===== src/rtl/snes_pad_emulator_if.sv =====
// Pad-side bundle for the SNES device emulator: host lines, button source and frame status.
// The host/stimulus side drives latch, clock and buttons; the emulator drives everything else.
interface snes_pad_emulator_if;
  logic [11:0] buttons;
  logic        pad_latch;
  logic        pad_clock;
  logic        pad_data;
  logic        busy;
  logic        frame_done;
  logic [4:0]  bit_count;

  modport master (
    output buttons, pad_latch, pad_clock,
    input  pad_data, busy, frame_done, bit_count
  );

  modport slave (
    input  buttons, pad_latch, pad_clock,
    output pad_data, busy, frame_done, bit_count
  );
endinterface


===== src/rtl/snes_pad_emulator.sv =====
// Device side of the SNES serial pad protocol: answers host latch/clock with 16 active-low bits.
//   state | meaning
//   IDLE  | no frame in progress, pad_data held high
//   LATCH | latch high, shift register reloaded from buttons every cycle
//   SHIFT | shifting one bit per synchronised pad_clock rising edge
//   DONE  | all 16 bits sent, pad_data low until the next latch
module snes_pad_emulator #(
  parameter int         SYNC_STAGES = 2,
  parameter int         TIMEOUT     = 4096,
  parameter logic [3:0] ID_BITS     = 4'b0000
) (
  input  logic          clock,
  input  logic          reset,
  snes_pad_emulator_if.slave pad
);
  localparam logic [1:0] IDLE  = 2'd0;
  localparam logic [1:0] LATCH = 2'd1;
  localparam logic [1:0] SHIFT = 2'd2;
  localparam logic [1:0] DONE  = 2'd3;
  localparam int         TW    = $clog2(TIMEOUT);

  logic [SYNC_STAGES-1:0] latch_sync;
  logic [SYNC_STAGES-1:0] clk_sync;
  logic                   latch_d;
  logic                   clk_d;
  logic [1:0]             state;
  logic [15:0]            shreg;
  logic [4:0]             bit_count;
  logic                   frame_done;
  logic [TW-1:0]          timer;

  logic        latch_s;
  logic        clk_s;
  logic        latch_rise;
  logic        latch_fall;
  logic        clk_rise;
  logic [15:0] load_value;

  // pad_clock idles high, so its synchroniser resets high to avoid a false edge after reset.
  always_ff @(posedge clock or posedge reset) begin
    if (reset) begin
      latch_sync <= '0;
      clk_sync   <= '1;
      latch_d    <= 1'b0;
      clk_d      <= 1'b1;
    end else begin
      latch_sync <= {latch_sync[SYNC_STAGES-2:0], pad.pad_latch};
      clk_sync   <= {clk_sync[SYNC_STAGES-2:0], pad.pad_clock};
      latch_d    <= latch_sync[SYNC_STAGES-1];
      clk_d      <= clk_sync[SYNC_STAGES-1];
    end
  end

  assign latch_s    = latch_sync[SYNC_STAGES-1];
  assign clk_s      = clk_sync[SYNC_STAGES-1];
  assign latch_rise = latch_s & ~latch_d;
  assign latch_fall = ~latch_s & latch_d;
  assign clk_rise   = clk_s & ~clk_d;
  assign load_value = ~{ID_BITS, pad.buttons};

  always_ff @(posedge clock or posedge reset) begin
    if (reset) begin
      state      <= IDLE;
      shreg      <= 16'hFFFF;
      bit_count  <= 5'd0;
      frame_done <= 1'b0;
      timer      <= '0;
    end else begin
      frame_done <= 1'b0;
      // A latch edge wins over everything, including a coincident clock edge.
      if (latch_rise) begin
        state     <= LATCH;
        shreg     <= load_value;
        bit_count <= 5'd0;
      end else begin
        case (state)
          LATCH: begin
            shreg     <= load_value;
            bit_count <= 5'd0;
            if (latch_fall) begin
              state <= SHIFT;
              timer <= TW'(TIMEOUT - 1);
            end
          end
          SHIFT: begin
            if (clk_rise) begin
              shreg     <= {1'b0, shreg[15:1]};
              bit_count <= bit_count + 5'd1;
              timer     <= TW'(TIMEOUT - 1);
              if (bit_count == 5'd15) begin
                state      <= DONE;
                frame_done <= 1'b1;
              end
            end else if (timer == '0) begin
              state     <= IDLE;
              shreg     <= 16'hFFFF;
              bit_count <= 5'd0;
            end else begin
              timer <= timer - TW'(1);
            end
          end
          default: ;
        endcase
      end
    end
  end

  assign pad.pad_data   = shreg[0];
  assign pad.busy       = (state == LATCH) || (state == SHIFT);
  assign pad.frame_done = frame_done;
  assign pad.bit_count  = bit_count;
endmodule


===== src/flat_wrapper.sv =====
// flat-port wrapper written by rule: the top's interface ports become plain ports
module snes_pad_emulator_flat 
#(
  parameter int         SYNC_STAGES = 2,
  parameter int         TIMEOUT     = 4096,
  parameter logic [3:0] ID_BITS     = 4'b0000
)
  (clock, reset, pad_buttons, pad_pad_latch, pad_pad_clock, pad_pad_data, pad_busy, pad_frame_done, pad_bit_count);
  snes_pad_emulator_if pad_i ();
  input  logic clock;
  input  logic reset;
  input wire logic [$bits(pad_i.buttons)-1:0] pad_buttons;
  input wire logic [$bits(pad_i.pad_latch)-1:0] pad_pad_latch;
  input wire logic [$bits(pad_i.pad_clock)-1:0] pad_pad_clock;
  output wire logic [$bits(pad_i.pad_data)-1:0] pad_pad_data;
  output wire logic [$bits(pad_i.busy)-1:0] pad_busy;
  output wire logic [$bits(pad_i.frame_done)-1:0] pad_frame_done;
  output wire logic [$bits(pad_i.bit_count)-1:0] pad_bit_count;
  assign pad_i.buttons = pad_buttons;
  assign pad_i.pad_latch = pad_pad_latch;
  assign pad_i.pad_clock = pad_pad_clock;
  assign pad_pad_data = pad_i.pad_data;
  assign pad_busy = pad_i.busy;
  assign pad_frame_done = pad_i.frame_done;
  assign pad_bit_count = pad_i.bit_count;
  snes_pad_emulator #(.SYNC_STAGES(SYNC_STAGES), .TIMEOUT(TIMEOUT), .ID_BITS(ID_BITS)) u_core (.clock(clock), .reset(reset), .pad(pad_i));
endmodule

===== config.mk =====
export PLATFORM = sky130hd
export DESIGN_NAME = snes_pad_emulator_flat
export DESIGN_NICKNAME = d
export VERILOG_FILES = /design/src/rtl/snes_pad_emulator_if.sv /design/src/rtl/snes_pad_emulator.sv /design/src/flat_wrapper.sv
export SDC_FILE = /design/constraint.sdc
export NUM_CORES = 1
export LEC_CHECK = 0
export BUFFER_PORTS_ARGS = -buffer_cell sky130_fd_sc_hd__clkbuf_2
export CORE_UTILIZATION = 60
export CTS_CLUSTER_SIZE = 12
export DETAILED_ROUTE_END_ITERATION = 6
export GPL_ROUTABILITY_DRIVEN = 0
export HOLD_SLACK_MARGIN = 0.08
export PLACE_DENSITY = 0.81
export SETUP_SLACK_MARGIN = 0.3
export SYNTH_ARGS = -nofsm -noshare
export SYNTH_HDL_FRONTEND = slang
export SYNTH_SLANG_ARGS = --single-unit
export TNS_END_PERCENT = 50

===== constraint.sdc =====
create_clock -name clock -period 4.7 [get_ports clock]
set_clock_uncertainty 0.2 [all_clocks]
set_input_delay 0.705 -clock clock [delete_from_list [all_inputs] [get_ports clock]]
set_output_delay 0.705 -clock clock [all_outputs]
set_load 0.02 [all_outputs]

== After elaboration in Yosys (flattened, before gate mapping) ==
Cells that the tools add are included.
Word-level totals
  flip-flop bits (word level): 42
  input port bits: 16
  logic and storage cells: 56
Cells by class
  add/sub/neg operators: 2
  equal/unequal tests: 8
  muxes and demuxes: 22
  bitwise logic cells: 8
  reduce and logical (&&, ||, !) cells: 7
Operator list (count)
  16-bit two-way mux: 3
  12-bit two-way mux: 3
  16-bit case mux with 2 select lines: 1
  12-bit case mux with 2 select lines: 1
  12-bit NOT with 16-bit output: 1
  5-bit two-way mux: 3
  12-bit logical NOT: 1
  12-bit by 1-bit subtractor with 12-bit output (second input constant): 1
  2-bit two-way mux: 5
  5-bit case mux with 2 select lines: 1
  4-bit AND reduction: 2
  5-bit by 1-bit adder with 5-bit output (second input constant): 1
  5-bit by 4-bit == test with 1-bit output (second input constant): 1
  1-bit two-way mux: 4
  4-bit by 1-bit != test with 1-bit output (second input constant): 1
  4-bit by 3-bit != test with 1-bit output (second input constant): 1
  1-bit NOT: 4
  2-bit case mux with 2 select lines: 1
  1-bit bitwise AND: 3
  3-bit by 1-bit != test with 1-bit output (second input constant): 1
  3-bit by 2-bit != test with 1-bit output (second input constant): 1
  3-bit nonzero test: 1
  2-bit by 1-bit == test with 1-bit output (second input constant): 1
  2-bit == test (second input constant): 1
  4 further kinds: 4

== Depth between registers and ports, before layout ==
Gate-level depths: netlist of the first run.
  depth in word-level cells: 5
  mapped depth: 8
  depth with buffers taken out: 7

== Least setup slack after synthesis of the first run ==
OpenSTA, ideal clock, no wires.
  path kind: reg2reg
  start point: register u_core.timer[0]
  end point: register u_core.shreg[2]
  setup time: 0.082 ns
  arrival: 2.113 ns
  required time: 4.418 ns
  path slack: 2.305 ns
  stages on the path, launching flop included: 9
  path buffers: 2
  clock period less this slack: 2.395 ns
  cells stage by stage: dfrtp_1 > inv_1 > ha_1 > or4b_4 > nor4_4 > or3_1 > buf_6 > buf_12 > mux2_4
Between the ends
  word-level cells in the longest chain between the ends: 3
RTL lines
  start, declared: line snes_pad_emulator.sv:30  | logic [TW-1:0] timer;
  start signal, assigned: line snes_pad_emulator.sv:82  | timer <= TW'(TIMEOUT - 1);
  start signal, assigned: line snes_pad_emulator.sv:89  | timer <= TW'(TIMEOUT - 1);
  start signal, assigned: line snes_pad_emulator.sv:99  | timer <= timer - TW'(1);
  12-bit logical NOT: line snes_pad_emulator.sv:94  | end else if (timer == '0) begin
  4-bit by 1-bit != test with 1-bit output (no line)
  2-bit AND reduction (no line)
  end signal, assigned: line snes_pad_emulator.sv:73  | shreg <= load_value;
  end signal, assigned: line snes_pad_emulator.sv:78  | shreg <= load_value;
  end signal, assigned: line snes_pad_emulator.sv:87  | shreg <= {1'b0, shreg[15:1]};
  end, declared: line snes_pad_emulator.sv:27  | logic [15:0] shreg;
No other way between the ends.
A chain may end at the register's enable or synchronous reset.

== Worst setup path after layout of the first run ==
  start point: register u_core.timer[0]
  end point: register u_core.shreg[0]
The elaborated chain is that of the path after synthesis.

==> results of run 1 <==
[where the power goes]
group	switching, µW	total (µW)	internal [µW]
sequential	56.2	543	487
combinational	373	623	251
clock	126	264	138
total	555	1430	875
[cell families (layout without fill, tap and decap cells)]
logic type,count (synthesis),count (layout),share of synthesized area
compound gates,47,47,0.141
fa+ha+maj,6,6,0.0321
buf+inv,24,44,0.0492
flops,42,42,0.459
mux,30,30,0.143
simple gates,71,71,0.176
[cells in the mapped netlist (all sizes together), types with 2 or more instances]
master,number,area (µm²)
a31oi,4,25.0
nor4b,3,26.3
nor2,22,82.6
or3,3,18.8
o2111ai,2,17.5
dfrtp,23,576
nand2b,4,25.0
a21boi,5,37.5
nor3b,2,15.0
nor3,7,35.0
or4,4,30.0
o211ai,2,15.0
buf,4,40.0
mux2,12,154
o21ai,2,10.0
nor2b,2,12.5
a211oi,5,37.5
a21oi,12,60.1
and2,2,12.5
nor4,6,52.6
inv,12,45.0
mux2i,18,180
clkbuf,8,30.0
nand3,2,10.0
and4,3,26.3
nand2,7,26.3
dfstp,19,499
o41ai,2,17.5
o31ai,4,30.0
ha,6,75.1
[sequential cells by signal, summed over array words and instances, names as in the netlist]
name                   count
u_core.clk_d               1
u_core.clk_sync            2
u_core.latch_d             1
u_core.latch_sync          2
u_core.pad.bit_count       5
u_core.pad.frame_done      1
u_core.shreg              16
u_core.state               2
u_core.timer              12
[final timing paths]
path	end	slack [ns]	from
min	u_core.clk_sync[1]	0.16	u_core.clk_sync[0]
max	u_core.shreg[0]	1.78	u_core.timer[0]
max reg2reg	u_core.shreg[0]	1.78	u_core.timer[0]
min reg2reg	u_core.clk_sync[1]	0.16	u_core.clk_sync[0]
min in group asynchronous	u_core.timer[6]	0.30	reset
max in group asynchronous	u_core.shreg[0]	3.61	reset
[metal layers]
layer,global-route usage,share of wire,vias up
met4,0.0694,0.0082,0
li1,-,-,849
met1,0.338,0.48,824
met2,0.382,0.47,36
met5,0,0,-
met3,0.0563,0.036,4
[layout make-up]
| type | count | area [µm²] |
|---|---|---|
| Multi-Input combinational cell | 154 | 1150 |
| Clock buffer | 7 | 97.6 |
| Timing Repair Buffer | 24 | 123 |
| Fill cell | 272 | 1130 |
| Tap cell | 48 | 60.1 |
| Clock inverter | 1 | 6.26 |
| Inverter | 12 | 45.0 |
| Sequential cell | 42 | 1070 |
[through the flow]
stage	cell area [µm²]	std cells	utilization	power (µW)
after floorplan	2340	220	-	1080
after global placement	2450	280	0.665	1140
after detailed placement	2450	280	0.665	1170
after CTS	2560	288	0.693	1430
after global routing	2560	288	0.693	1520
final	2560	288	0.693	1430
==> qor.json, run 1 <==
{
  "status": "complete, no violations",
  "detailroute.via_count": 1713,
  "ys_seq_area_frac": 0.459,
  "worstHoldPathCells": 0,
  "worst_pin_slew_ns": 1.25,
  "clk_latency_ns": 0.29,
  "critical_path_depth": 6,
  "timing.fmax_mhz": 342,
  "initial_utilization": 0.634,
  "timing.max_slew.rel_slack": 0.169,
  "synth_nets": 242,
  "count_of_cells_resized_by_post_cts_repair": 0,
  "final_nets": 261,
  "p_per_area_mw_per_mm2": 559,
  "first_iter_violations": 77,
  "most-common-layout-cells": "sky130_fd_sc_hd__clkbuf_2 (23), sky130_fd_sc_hd__dfrtp_1 (23), sky130_fd_sc_hd__nor2_1 (22)",
  "wire_length_of_the_first_global_routing_pass_um": 7750,
  "timing.hold.ws_ns": 0.158,
  "area_grow_syn2layout_pct": 9.25,
  "syn_area_mm2": 0.00234,
  "maximum_number_of_pins_on_one_net_before_global_route_repair": 43,
  "worst_ep_arrival_time_ns": 2.95,
  "critical-path-max-stage-delay_ns": 0.67,
  "yosys_register_bits": 42,
  "critical_path_peak_fanout": 17,
  "hpwl_um": 3070,
  "ctsHtreeMaxLevel": 2,
  "final_hold_viols": 0,
  "cap_violations": 0,
  "port_buffer_count": 23,
  "post_synth_edffs": 0,
  "wl_per_cell_um": 15.7,
  "final_period_minus_worst_setup_slack_ns": 2.92,
  "setup-violations-final": 0,
  "cts_post_setup_buffers_inserted": 0,
  "routed_via_density": 5.95,
  "grt_antenna_before_repair": 0,
  "setup_tns_ns": 0,
  "die_area_mm2": 0.00415,
  "clockBufferDepth": 2,
  "timing_worst_setup_path_type": "reg2reg",
  "cts.hold.buffers_added": 0,
  "layout_setup_ws_ns": 1.78,
  "fp.dieH_um": 64.4,
  "layout-drive-gt1-share": 0.271,
  "ant_nets": 0,
  "critPathTopFamily": "simple AND/OR/NAND/NOR gates",
  "groute.usage.overall": 0.243,
  "detail_route.drc_violations": 0,
  "worst_hold_path_type": "reg2reg",
  "report.final.slew_viol_count": 0,
  "firstDrtPassIters": 4,
  "floorplan.rows": 22,
  "synth_warnings": 0,
  "setup.worst_path.start_class": "register",
  "die_w_um": 64.4,
  "tritoncts": "built",
  "total_clock_buffers_created_by_cts": 5,
  "ys_types": 48,
  "type_of_element_capturing_the_critical_path": "register",
  "worst_path_max_delay_cell": "sky130_fd_sc_hd__or3_1",
  "final_worst_path_cycle_share": 0.622,
  "clock_sinks": 42,
  "top_level_pins": 24,
  "crit_path_cell_trace": "inv_1 -> ha_1 -> or4b_4 -> nor4_4 -> or3_1 -> mux2_2",
  "worst-path-buf-inv": 1,
  "power_leakage_uw": 0.00114,
  "dominantRegCellSynth": "sky130_fd_sc_hd__dfrtp_1",
  "cts_root_buf": "sky130_fd_sc_hd__clkbuf_8",
  "num_antenna_cells": 0,
  "worst_ir_drop_vdd_mv": 0.360,
  "worstPathRequired_ns": 4.72,
  "rsz_0062_raised_after_global_routing": "no",
  "placeableCoreArea_mm2": 0.00369,
  "detailedPlace.worstSlack_ns": 1.80,
  "worstRegToRegCells": 6,
  "cells_after_synth": 220,
  "grt_pass1_vias": 1685,
  "route.final.wire_length_um": 4530,
  "path_clk_slew_ns": 0.08,
  "avgSynthCellArea_um2": 10.6,
  "async_reset_ff_frac": 1.00,
  "grt_overflow_total": 0
}
No activity file was read; power rests on OpenSTA's default activity.
==> inputs of run 2 (changes only) <==
--- a/config.mk
+++ b/config.mk
@@ -6,12 +6,12 @@
 export NUM_CORES = 1
 export LEC_CHECK = 0
 export BUFFER_PORTS_ARGS = -buffer_cell sky130_fd_sc_hd__clkbuf_2
-export CORE_UTILIZATION = 60
+export CORE_UTILIZATION = 58
 export CTS_CLUSTER_SIZE = 12
 export DETAILED_ROUTE_END_ITERATION = 6
 export GPL_ROUTABILITY_DRIVEN = 0
 export HOLD_SLACK_MARGIN = 0.08
-export PLACE_DENSITY = 0.81
+export PLACE_DENSITY = 0.79
 export SETUP_SLACK_MARGIN = 0.3
 export SYNTH_ARGS = -nofsm -noshare
 export SYNTH_HDL_FRONTEND = slang
==> constraint.sdc (replaced) <==
create_clock -name clock -period 3 [get_ports clock]
set_clock_uncertainty 0.2 [all_clocks]
set_input_delay 0.45 -clock clock [delete_from_list [all_inputs] [get_ports clock]]
set_output_delay 0.45 -clock clock [all_outputs]
set_load 0.02 [all_outputs]
==> run 2 against run 1 <==
Compared with the run above:
- die area up 3.3%
- total power up 63%
- flip-flop and latch count unchanged
- maximum frequency grew 14%
- worst setup slack lost 1.3 ns
- register-to-register slack worse by 1.3 ns
- count of clock-buffer cells in the layout unchanged
- routed wire length increased by 5.3%
- combinational power increased by 67%
- via count rose by 4.6%
- final cell count grew 3.5%
==> qor.json, run 2 (synthesized netlist as in run 1, its figures left out) <==
{
  "detailroute.via_count": 1792,
  "report.final.slew_viol_count": 0,
  "biggestRegsByFlops": "u_core.shreg (16), u_core.timer (12), u_core.pad.bit_count (5)",
  "area_grow_syn2layout_pct": 13.2,
  "rsz_0062_raised_after_global_routing": "no",
  "largest_register_ff_count": 16,
  "final_period_minus_worst_setup_slack_ns": 2.56,
  "maximum_number_of_pins_on_one_net_before_global_route_repair": 43,
  "num_antenna_cells": 0,
  "worst_ep_arrival_time_ns": 2.59,
  "wire_length_of_the_first_global_routing_pass_um": 8210,
  "timing_worst_setup_path_type": "reg2reg",
  "fp.dieH_um": 65.5,
  "r2r_slack_ns": 0.44,
  "top_level_pins": 24,
  "wl_per_cell_um": 16.0,
  "fillerInstances": 264,
  "firstDrtPassIters": 4,
  "setup.worst_path.start_class": "register",
  "detail_route.drc_violations": 0,
  "cap_violations": 0,
  "grt_overflow_total": 0,
  "hold_start": "u_core.clk_sync[0]",
  "setup-violations-final": 0,
  "status": "complete, no violations",
  "r2r_end": "u_core.shreg[9]",
  "critical_path_peak_fanout": 17,
  "timing.fmax_mhz": 390,
  "hpwl_um": 3170,
  "highest-signal-layer": "met4",
  "clock_sinks": 42,
  "path_clk_slew_ns": 0.08,
  "dr_wl_met3_um": 143,
  "final_hold_viols": 0,
  "tritoncts": "built",
  "endpoint_of_the_worst_hold_path": "u_core.clk_sync[1]",
  "post_dp_cell_area_mm2": 0.00250,
  "clk_latency_ns": 0.30,
  "p_per_area_mw_per_mm2": 882,
  "groute.usage.overall": 0.255,
  "ant_nets": 0,
  "cts_root_buf": "sky130_fd_sc_hd__clkbuf_8",
  "wl_met2_um": 2250,
  "initial_utilization": 0.620,
  "type_of_element_capturing_the_critical_path": "register",
  "first_iter_violations": 136,
  "final_nets": 271,
  "layout-drive-gt1-share": 0.288,
  "registers.top_by_ff_count": "u_core.shreg",
  "port_buffer_count": 23,
  "routed_via_density": 6.01,
  "worst_hold_path_type": "reg2reg",
  "route.final.wire_length_um": 4770,
  "ctsHtreeMaxLevel": 2,
  "worst_pin_slew_ns": 0.741,
  "power_leakage_uw": 0.00119,
  "timing.hold.ws_ns": 0.161,
  "final_worst_path_cycle_share": 0.855,
  "die_area_mm2": 0.00429,
  "met1_length_um": 2280,
  "setup_tns_ns": 0,
  "total_clock_buffers_created_by_cts": 5,
  "worstPathRequired_ns": 3.03,
  "die_w_um": 65.5,
  "worst_ir_drop_vdd_mv": 0.620,
  "floorplan.rows": 22,
  "crit-reg2reg-launch": "u_core.timer[0]",
  "placeableCoreArea_mm2": 0.00377,
  "grt_antenna_before_repair": 0,
  "worstHoldPathCells": 0,
  "postLayoutCellArea_mm2": 0.00265,
  "cts_post_setup_buffers_inserted": 0,
  "timing.max_slew.rel_slack": 0.503,
  "post-layout-total-power_uw": 2330,
  "most-common-layout-cells": "sky130_fd_sc_hd__clkbuf_2 (23), sky130_fd_sc_hd__dfrtp_1 (23), sky130_fd_sc_hd__nor2_1 (22)",
  "clockBufferDepth": 2,
  "grt_pass1_vias": 1835,
  "worstRegToRegCells": 7
}
[run 2: cell count changes in the layout (fill, tap and decap cells not counted), sizes merged]
cell,previous run,this run
buf,1,8
dlygate4sd3,0,3
bufinv,0,1
inv,13,12
[run 2: worst max-delay path by stage]
stage / from / end / cells after the start
3_3_place_gp: u_core.timer[0] / u_core.shreg[1] / 7
3_5_place_dp: u_core.state[0] / u_core.timer[0] / 5
2_1_floorplan: u_core.timer[0] / u_core.shreg[2] / 8
5_1_grt: u_core.timer[0] / u_core.shreg[9] / 7
6_report: u_core.timer[0] / u_core.shreg[9] / 7
4_1_cts: u_core.timer[0] / u_core.shreg[9] / 7
[run 2: per-layer routing]
metal,up-vias,global-route usage
met2,33,0.409
li1,879,-
met3,9,0.0608
met4,0,0.101
met5,-,0
met1,871,0.333
[run 2: cell type report]
type,count,area [µm²],area share
multi-input combinational,154,1160,0.437
sequential,42,1070,0.406
timing repair buffer,34,205,0.0775
clock buffer,7,76.3,0.0288
tap,48,60.1,0.0227
inverter,12,45.0,0.0170
clock inverter,1,30.0,0.0113
[run 2: per-stage QoR]
| step | instances | util | setup slack [ns] |
|---|---|---|---|
| 3_5_place_dp | 287 | 0.664 | 0.291 |
| 5_1_grt | 298 | 0.702 | 0.333 |
| 4_1_cts | 298 | 0.702 | 0.377 |
| 2_1_floorplan | 220 | - | 0.605 |
| 6_report | 298 | 0.702 | 0.436 |
| 3_3_place_gp | 287 | 0.664 | 0.410 |
[run 2: worst max-delay path, stage by stage, from the launching register on]
cell	delay (ns)
sky130_fd_sc_hd__dfrtp_1	0.41
sky130_fd_sc_hd__inv_1	0.13
sky130_fd_sc_hd__ha_1	0.15
sky130_fd_sc_hd__or4b_4	0.50
sky130_fd_sc_hd__nor4_4	0.31
sky130_fd_sc_hd__or3_1	0.17
sky130_fd_sc_hd__buf_4	0.25
sky130_fd_sc_hd__mux2_2	0.37
[run 2: power by group]
part / internal, µW / switching (µW)
Combinational: 439 / 601
Sequential: 763 / 86.1
Clock: 249 / 196
[run 2: repair_timing]
item / 4_1_cts / 5_1_grt
cloned: 0 / 0
hold buffers: 3 / 0
pin swaps: 0 / 1
resized for setup: 1 / 0
setup endpoints to repair: 4 / 7
hold endpoints to repair: 25 / 0
==> inputs of run 3 (changes only) <==
--- a/config.mk
+++ b/config.mk
@@ -6,12 +6,11 @@
 export NUM_CORES = 1
 export LEC_CHECK = 0
 export BUFFER_PORTS_ARGS = -buffer_cell sky130_fd_sc_hd__clkbuf_2
-export CORE_UTILIZATION = 58
+export CORE_UTILIZATION = 30
 export CTS_CLUSTER_SIZE = 12
 export DETAILED_ROUTE_END_ITERATION = 6
 export GPL_ROUTABILITY_DRIVEN = 0
 export HOLD_SLACK_MARGIN = 0.08
-export PLACE_DENSITY = 0.79
 export SETUP_SLACK_MARGIN = 0.3
 export SYNTH_ARGS = -nofsm -noshare
 export SYNTH_HDL_FRONTEND = slang
==> run 3 against run 2 <==
Compared with the run above:
- worst setup slack improved by 0.0093 ns
- count of clock-buffer cells in the layout fell by 1
- sequential power barely moved
==> qor.json, run 3 (synthesized netlist as in run 1, its figures left out) <==
{
  "status": "complete, no violations",
  "grt_util_met2": 0.197,
  "pwr-share-seq": 0.366,
  "grt_overflow_total": 0,
  "clock_sinks": 42,
  "global_route.usage.met3": 0.0269,
  "die_area_mm2": 0.00816,
  "initial_utilization": 0.316,
  "routed_via_density": 4.99,
  "p_sw_frac": 0.375,
  "wl_per_cell_um": 13.5,
  "timing.fmax_mhz": 391,
  "fillerInstances": 721,
  "cts_root_buf": "sky130_fd_sc_hd__clkbuf_8",
  "cap_violations": 0,
  "clk_latency_ns": 0.30,
  "ctsHtreeMaxLevel": 2,
  "wire_length_of_the_first_global_routing_pass_um": 8210,
  "p_int_uw": 1450,
  "power_leakage_uw": 0.00119,
  "groute.usage.overall": 0.125,
  "port_buffer_count": 23,
  "worst_pin_slew_ns": 0.773,
  "post_layout_nonfiller_instances": 349,
  "most-common-layout-cells": "sky130_fd_sc_hd__clkbuf_2 (23), sky130_fd_sc_hd__dfrtp_1 (23), sky130_fd_sc_hd__nor2_1 (22)",
  "setup.worst_path.start_class": "register",
  "timing.hold.ws_ns": 0.0679,
  "gr_busiest_metal": "met2",
  "detail_route.drc_violations": 0,
  "final_hold_viols": 0,
  "combinationalPowerShare": 0.441,
  "critical_path_peak_fanout": 17,
  "final_period_minus_worst_setup_slack_ns": 2.55,
  "rsz_0062_raised_after_global_routing": "no",
  "worst_ir_drop_vdd_mv": 0.328,
  "report.final.slew_viol_count": 0,
  "grt_pass1_vias": 1744,
  "share_clk_of_total_power": 0.193,
  "layout-drive-gt1-share": 0.292,
  "critical-path-max-stage-delay_ns": 0.49,
  "num_antenna_cells": 0,
  "top_level_pins": 24,
  "firstDrtPassIters": 4,
  "net-switching-power_uw": 870,
  "type_of_element_capturing_the_critical_path": "register",
  "registers.top_by_ff_count": "u_core.shreg",
  "worst_hold_path_type": "in2async",
  "worstRegToRegCells": 7,
  "timing_worst_setup_path_type": "reg2reg",
  "floorplan.rows": 31,
  "maximum_number_of_pins_on_one_net_before_global_route_repair": 25,
  "area_grow_syn2layout_pct": 16.2,
  "dp_cells": 338,
  "cts_post_setup_buffers_inserted": 0,
  "clockBufferDepth": 2,
  "worstPathRequired_ns": 3.03,
  "final_worst_path_cycle_share": 0.852,
  "setup_tns_ns": 0,
  "setup-violations-final": 0,
  "ant_nets": 0,
  "worst_ep_arrival_time_ns": 2.58,
  "count_of_cells_resized_by_post_cts_repair": 0,
  "timing.max_slew.rel_slack": 0.484,
  "detailroute.via_count": 1742,
  "gr-usage-met1": 0.167,
  "post-layout-total-power_uw": 2320,
  "placeableCoreArea_mm2": 0.00741,
  "fp.dieH_um": 90.3,
  "die_w_um": 90.3,
  "total_clock_buffers_created_by_cts": 5,
  "route.final.wire_length_um": 4720,
  "largest_register_ff_count": 16,
  "tritoncts": "built",
  "p_per_area_mw_per_mm2": 854,
  "grt_antenna_before_repair": 0,
  "first_iter_violations": 111,
  "path_clk_slew_ns": 0.08,
  "biggestRegsByFlops": "u_core.shreg (16), u_core.timer (12), u_core.pad.bit_count (5)",
  "worst_path_max_delay_cell": "sky130_fd_sc_hd__or4b_4",
  "crit_path_cell_trace": "inv_1 -> ha_1 -> or4b_4 -> nor4_4 -> or3_1 -> buf_4 -> mux2_2",
  "hpwl_um": 3350,
  "final_nets": 271
}
## run 3: cell count changes in the layout (fill, tap and decap cells not counted), sizes merged
| cell | change |
|---|---|
| clkinvlp | +1 |
| buf | +1 |
| dlygate4sd3 | -1 |
| clkbuf | -1 |
## run 3: final timing paths
check | slack, ns | start | end
hold reg to reg | 0.15 | u_core.latch_sync[0] | u_core.latch_sync[1]
setup reg to reg | 0.45 | u_core.timer[0] | u_core.shreg[1]
min in group clock | 0.15 | u_core.latch_sync[0] | u_core.latch_sync[1]
setup / recovery | 0.45 | u_core.timer[0] | u_core.shreg[1]
max in group asynchronous | 1.88 | reset | u_core.shreg[14]
hold / removal | 0.07 | reset | u_core.timer[6]
## run 3: power by group through the flow
stage,registers [µW],logic [µW],clock network (µW)
detailed placement,856,1010,0
floorplan,846,844,0
finish,849,1030,449
CTS,849,1010,462
global placement,849,988,0
global route,868,1140,483
## run 3: critical path: cells and delay by family, from the launching register on
family | cells | cell delay [ns]
adders and majority gates | 1 | 0.15
muxes | 1 | 0.37
buffers and inverters | 2 | 0.37
DFF | 1 | 0.40
and+or+nand+nor | 3 | 0.98
## run 3: cell type report
cell class | count | area (µm²) | share of cell area
multi-input cells | 154 | 1150 | 0.423
flip-flops and latches | 42 | 1070 | 0.395
repair buffers | 34 | 215 | 0.0792
well taps | 99 | 124 | 0.0456
clock buffers | 6 | 72.6 | 0.0267
inverters | 12 | 45.0 | 0.0166
clock inverters | 2 | 37.5 | 0.0138
## run 3: through the flow
step | worst slack (ns) | utilization | instance area, µm²
floorplan | 0.605 | - | 2340
finish | 0.445 | 0.367 | 2720
global placement | 0.406 | 0.348 | 2580
global route | 0.333 | 0.367 | 2720
CTS | 0.308 | 0.366 | 2710
detailed placement | 0.360 | 0.348 | 2580
## run 3: layer usage
layer  vias to the layer above  share of wire
met5                         -              0
met4                         0          0.017
met3                         6          0.025
met2                        23           0.46
met1                       836           0.50
li1                        877              -
## run 3: repair_timing
| item | CTS | global route |
|---|---|---|
| hold buffers | 2 | 0 |
| endpoints found under the hold margin | 2 | 0 |
| setup endpoints to repair | 0 | 7 |
